$ cat config.mk
export PLATFORM = sky130hd
export DESIGN_NAME = skid_pipe_stage
export DESIGN_NICKNAME = d
export VERILOG_FILES = /design/src/rtl/pipe_pkg.sv /design/src/rtl/en_dff_bank.sv /design/src/rtl/skid_pipe_stage.sv
export SDC_FILE = /design/constraint.sdc
export NUM_CORES = 1
export LEC_CHECK = 0
export CAP_MARGIN = 20
export CORE_MARGIN = 2
export CORE_UTILIZATION = 56
export CTS_BUF_LIST = sky130_fd_sc_hd__clkbuf_4 sky130_fd_sc_hd__clkbuf_8 sky130_fd_sc_hd__clkbuf_16
export DETAILED_ROUTE_END_ITERATION = 16
export PLACE_DENSITY = 0.86
export SYNTH_ARGS = -nofsm -noshare
export SYNTH_HDL_FRONTEND = slang
export SYNTH_HIERARCHICAL = 1
export SYNTH_SLANG_ARGS = --single-unit
export TNS_END_PERCENT = 100
$ cat constraint.sdc
create_clock -name clk -period 2.66 [get_ports clk]
set_input_delay 0.399 -clock clk [delete_from_list [all_inputs] [get_ports clk]]
set_output_delay 0.399 -clock clk [all_outputs]
set_load 0.01 [all_outputs]
$ cat src/rtl/pipe_pkg.sv
// Shared types and defaults for the elastic pipeline stages.
package pipe_pkg;

  typedef enum logic [1:0] {
    EMPTY = 2'd0,
    ONE   = 2'd1,
    TWO   = 2'd2
  } skid_state_e;

  localparam int PIPE_W_DEFAULT = 64;

endpackage

$ cat src/rtl/en_dff_bank.sv
// WIDTH-bit register bank with load enable
// and asynchronous active-low clear.
module en_dff_bank #(
  parameter int WIDTH = 64
) (
  input  logic             clk,
  input  logic             rst_n,
  input  logic             i_en,
  input  logic [WIDTH-1:0] i_d,
  output logic [WIDTH-1:0] o_q
);

  logic [WIDTH-1:0] r_q;

  always_ff @(posedge clk or negedge rst_n) begin
    if (!rst_n) begin
      r_q <= '0;
    end else if (i_en) begin
      r_q <= i_d;
    end
  end

  assign o_q = r_q;

endmodule

$ cat src/rtl/skid_pipe_stage.sv
// Two-entry skid buffer stage with registered
// in_ready/out_valid and synchronous flush.
module skid_pipe_stage
  import pipe_pkg::*;
#(
  parameter int WIDTH = PIPE_W_DEFAULT
) (
  input  logic             clk,
  input  logic             reset,
  input  logic             flush,
  input  logic             in_valid,
  output logic             in_ready,
  input  logic [WIDTH-1:0] in_data,
  output logic             out_valid,
  input  logic             out_ready,
  output logic [WIDTH-1:0] out_data,
  output logic [1:0]       occupancy
);

  skid_state_e      r_state;
  skid_state_e      w_state_nxt;
  logic             r_in_ready;
  logic             r_out_valid;
  logic             w_accept;
  logic             w_drain;
  logic             w_main_en;
  logic             w_skid_en;
  logic [WIDTH-1:0] w_main_d;
  logic [WIDTH-1:0] w_main_q;
  logic [WIDTH-1:0] w_skid_q;

  assign w_accept = in_valid & r_in_ready;
  assign w_drain  = r_out_valid & out_ready;

  always_comb begin
    w_state_nxt = r_state;
    w_main_en   = 1'b0;
    w_skid_en   = 1'b0;
    unique case (1'b1)
      (r_state == EMPTY): begin
        w_main_en = w_accept;
        if (w_accept) w_state_nxt = ONE;
      end
      (r_state == ONE): begin
        w_main_en = w_accept & w_drain;
        w_skid_en = w_accept & ~w_drain;
        if (w_accept & ~w_drain) begin
          w_state_nxt = TWO;
        end else if (~w_accept & w_drain) begin
          w_state_nxt = EMPTY;
        end
      end
      (r_state == TWO): begin
        w_main_en = w_drain;
        if (w_drain) w_state_nxt = ONE;
      end
      default: w_state_nxt = EMPTY;
    endcase
    // Squash wins over any same-edge accept/drain
    if (flush) w_state_nxt = EMPTY;
  end

  always_ff @(posedge clk or negedge reset) begin
    if (!reset) begin
      r_state     <= EMPTY;
      r_in_ready  <= 1'b1;
      r_out_valid <= 1'b0;
    end else begin
      r_state     <= w_state_nxt;
      r_in_ready  <= (w_state_nxt != TWO);
      r_out_valid <= (w_state_nxt != EMPTY);
    end
  end

  assign w_main_d = (r_state == TWO) ? w_skid_q : in_data;

  en_dff_bank #(
    .WIDTH (WIDTH)
  ) u_main (
    .clk   (clk),
    .rst_n (reset),
    .i_en  (w_main_en),
    .i_d   (w_main_d),
    .o_q   (w_main_q)
  );

  en_dff_bank #(
    .WIDTH (WIDTH)
  ) u_skid (
    .clk   (clk),
    .rst_n (reset),
    .i_en  (w_skid_en),
    .i_d   (in_data),
    .o_q   (w_skid_q)
  );

  assign in_ready  = r_in_ready;
  assign out_valid = r_out_valid;
  assign out_data  = w_main_q;
  assign occupancy = r_state;

endmodule

# Word-level counts from Yosys, hierarchy flattened
# Cells that the tools add are included.
[classes] n_eq_ne=3 mux=9 bitwise=7 reduce_logical=2
[ops] cell="64-bit 2-to-1 mux" n=1
[ops] cell="2-bit 2-to-1 mux" n=5
[ops] cell="2-bit case mux with 3 select lines" n=1
[ops] cell="1-bit AND" n=5
[ops] cell="1-bit case mux with 3 select lines" n=1
[ops] cell="2-bit by 1-bit equality test with 1-bit output, second input constant" n=1
[ops] cell="2-bit equality test, second input constant" n=1
[ops] cell="2-bit logical NOT" n=1
[ops] cell="2-bit inequality test, second input constant" n=1
[ops] cell="1-bit inverter" n=2
[ops] cell="2-bit nonzero test" n=1
[ops] cell="1-bit 2-to-1 mux" n=1
[word_totals] reg_bits=132 in_bits=69

# Depth between registers and ports, before layout
[logic_depth] depth_word=8 depth_mapped=6 depth_no_buf=4

# Hierarchy
# The synthesis kept the hierarchy.
[by_module_without_submodules] module="en_dff_bank" n_inst=2 cells_each=135 area_per_inst_um2=2678.8 seq_area_each_um2=1601.5
[by_module_without_submodules] module="skid_pipe_stage" n_inst=1 cells_each=93 area_per_inst_um2=1263.7 seq_area_each_um2=101.3

# Least setup slack after synthesis
# No wires, ideal clock.
[synth_path] kind="register to register" from="reg r_in_ready (netlist: in_ready)" to="reg u_main.r_q[10] (netlist: u_main/o_q[10])" setup_ns=0.125 t_arrival_ns=1.584 slack_ns=0.951 path_stages_with_launch=6 n_path_buf=2 cell_sequence="dfstp_2 nand2_1 o31ai_1 buf_6 buf_12 mux2_4"
[synth_via] elab_chain_len=3
[synth_rtl] item="start, declared" line_no="skid_pipe_stage.sv:22" rtl="logic r_in_ready;"
[synth_rtl] item="start signal, assigned" line_no="skid_pipe_stage.sv:70" rtl="r_in_ready <= (w_state_nxt != TWO);"
[synth_rtl] item="1-bit AND *" line_no="skid_pipe_stage.sv:32" rtl="assign w_accept = in_valid & r_in_ready;"
[synth_rtl] item="1-bit AND" line_no="skid_pipe_stage.sv:45" rtl="w_main_en = w_accept & w_drain;"
[synth_rtl] item="1-bit case mux with 3 select lines *" line_no="skid_pipe_stage.sv:39" rtl="unique case (1'b1)"
[synth_rtl] item="net w_main_en" line_no="skid_pipe_stage.sv:26" rtl="logic w_main_en;"
[synth_rtl] item="end signal, assigned" line_no="en_dff_bank.sv:19" rtl="r_q <= i_d;"
[synth_rtl] item="end, declared" line_no="en_dff_bank.sv:13" rtl="logic [WIDTH-1:0] r_q;"
# The timed path passes the listed nets; every way through them passes the cells marked *.
# A chain may end at the register's enable or synchronous reset.

# Worst setup path in the final report
[layout_path] from="reg r_state[1] (netlist: occupancy[1])" to="out occupancy[1]"
[layout_rtl] item="start, declared" line_no="skid_pipe_stage.sv:20" rtl="skid_state_e r_state;"
[layout_rtl] item="start signal, assigned" line_no="skid_pipe_stage.sv:69" rtl="r_state <= w_state_nxt;"
[layout_rtl] item="end, declared" line_no="skid_pipe_stage.sv:17" rtl="output logic [1:0] occupancy"
# No word-level cell between the ends.

==> results.py <==
metrics = {
    "run_status": {
        "status": "complete, but fails checks",
        "violations": "negative hold slack",
    },
    "sta": {
        "fin_worst_skew_ns": 0.003386,
        "setup_tns_ns": 0,
        "drv_slew": 0,
        "rsz0062_at_grt": "no",
        "post-route-period-util_pct": 76.81,
        "max_slew.worst_pin.slew_ns": 0.4177,
        "holdWs_ns": -0.002155,
        "finalHoldViolCount": 2,
        "finalSetupViolCount": 0,
        "max_slew_margin_pct": 72.16,
        "fmax_ghz": 0.4894,
        "fin_crit_ns": 2.043,
    },
    "detailed_routing": {
        "drt-pass1-iter-count": 4,
        "drc_errors": 0,
        "vias": 3525,
        "ant_nets": 0,
        "wl_mm": 13.41,
        "wl_per_cell_um": 20.32,
        "viasPerCell": 5.341,
        "drt_iter0_drc": 247,
    },
    "synth": {
        "ys_top_cells_by_area": "dfrtp_1, mux2_4, buf_12",
        "netlist_area_um2": 6621,
        "synthesis.nets": 432,
        "synth_top_family_by_area": "multiplexers",
        "syn_inst": 363,
        "synth.area.mux_share_pct": 42.29,
        "synth_area_leader_cell": "dfrtp_1",
        "synth_compound_area_share_pct": 0.8125,
        "synth.top_cell.area_share_pct": 49.51,
        "synthAdderAreaFrac_pct": 0,
        "synthSimpleGateAreaFrac_pct": 1.002,
        "syn_avg_cell_area_um2": 18.24,
        "yosysSeqAreaShare_pct": 49.91,
        "ys_ff_latch": 132,
        "yosys_warnings": 6,
        "synth.distinct_cells": 22,
        "synth_xor_area_share_pct": 0,
    },
    "finish": {
        "fillers": 702,
        "nets": 573,
        "fin_util_pct": 74.22,
        "synthToLayoutAreaGrowth_pct": 28.53,
        "final_common_cell": "mux2_4",
        "drive_gt1_share_pct": 45.84,
        "n_antenna_cell": 0,
        "final_cell_mix": "mux2_4, clkdlybuf4s50_1, dfrtp_1, mux2_2, clkbuf_16",
    },
    "die": {
        "placementRows": 39,
        "dieArea_um2": 12710,
        "core_um2": 11470,
        "dieHeight_um": 112.7,
        "io_pins": 137,
        "start_util_pct": 57.74,
        "die_width_um": 112.7,
    },
    "worst_setup_path": {
        "cpMaxStageDelayCell": "clkdlybuf4s50_1",
        "worstPathMaxFanout": 10,
        "cp-start-kind": "flip-flop",
        "cp_data_arrival_time_ns": 1.64,
        "end_kind": "output port",
        "startpoint": "occupancy[1]",
        "path_buf_inv": 1,
        "cp_slowest_stage_delay_ns": 0.65,
        "critical_path_class": "flip-flop to output port",
        "required_ns": 2.26,
        "cp_top_family": "buffers and inverters",
        "crit_chain": "clkdlybuf4s50_1",
        "reg2reg_from": "occupancy[1]",
    },
    "grt": {
        "first_global_vias": 4107,
        "grt-ovfl-total": 0,
        "antenna_found_initial": 0,
        "grt_max_degree": 76,
        "grt_pass1_wl_mm": 22.14,
        "grt_usage_pct": 22.60,
    },
    "clocking": {
        "clockRootBuffer": "clkbuf_16",
        "cts-buffers-inserted": 17,
        "post_cts_buffers": 0,
        "holdBufCountCts": 0,
        "clk_path_buf_depth": 2,
        "htree_levels": 4,
        "cts_tree": "done",
        "path_clk_slew_ns": 0.05,
        "clk_latency_ns": 0.41,
        "cts_resized": 0,
        "clock_sinks": 132,
    },
    "power": {
        "p_leak_nw": 3.956,
        "vdd_drop_max_v": 0.0008003,
        "power_density_nw_per_um2": 974.0,
    },
    "place": {
        "gp_congestion": 0.7365,
        "port-buffer-count": 136,
        "dpl.hpwl_mm": 8.653,
    },
    "min_path": {
        "hold_class": "input pin to async pin",
    },
    "flow_run": {
        "max-cap-violations": 0,
    },
}
[metrics by stage]
stage	setup slack (ns)	instance area [µm²]	power [mW]	instances
after floorplan	0.9512	6621	5.048	363
after global routing	0.5056	8511	8.681	660
after global placement	0.2755	7951	5.977	628
after CTS	0.5742	8511	8.364	660
after detailed placement	0.2043	7951	6.108	628
final	0.6168	8511	8.290	660
[area by class of cell]
cell class	instances	area (µm²)	area share [%]
well taps	143	178.9	2.102
multi-input cells	208	2945	34.61
clock buffers	28	539.3	6.336
flip-flops and latches	132	3304	38.83
inverters	1	3.754	0.04410
clock inverters	4	20.02	0.2352
repair buffers	144	1519	17.85
[sequential cells by signal, summed over array words and instances, names as in the netlist]
signal / count
u_main/o_q: 64
out_valid: 1
u_skid/o_q: 64
occupancy: 2
in_ready: 1
[per-layer routing]
layer | GRT usage (%) | part of all wire [%]
met5 | 0 | 0
met3 | 6.642 | 4.4
met2 | 38.48 | 52
met1 | 27.98 | 42
met4 | 6.992 | 1.1
[synthesized netlist by cell type]
cell type	count
nor2_1	1
mux2_2	22
dfstp_2	1
a221o_1	1
a21oi_1	2
buf_12	17
dfrtp_1	131
buf_6	2
a221oi_1	1
nand4b_1	2
mux2_4	170
nand2b_4	1
a311o_1	1
and2_1	1
a211oi_1	1
inv_1	1
nor4_1	1
o31ai_1	1
nand2_1	2
buf_8	1
buf_4	2
nand4bb_1	1
[path summary, 6_finish.rpt]
kind                             endpoint  slack [ns]  cells past startpoint
setup reg to reg           u_main/o_q[23]        0.71                      4
hold reg to reg            u_main/o_q[61]        0.51                      1
setup / recovery             occupancy[1]        0.62                      1
min in group clk           u_main/o_q[61]        0.51                      1
max in group asynchronous  u_main/o_q[25]        2.31                      2
hold / removal             u_skid/o_q[59]      -0.002                      2
[power by group]
part           leakage [nW]  switching (mW)  internal [mW]  total [mW]
logic                  2.11           0.846           1.92        2.77
registers              1.56           0.517           2.83        3.35
clock network         0.289           0.800           1.37        2.17
[logic make-up (layout without fill, tap and decap cells)]
kind of cell	Yosys count	in the layout
buf+inv	23	177
compound gates	7	7
simple gates	9	9
mux	192	192
flops	132	132
Power figures use the tool's default switching activity.
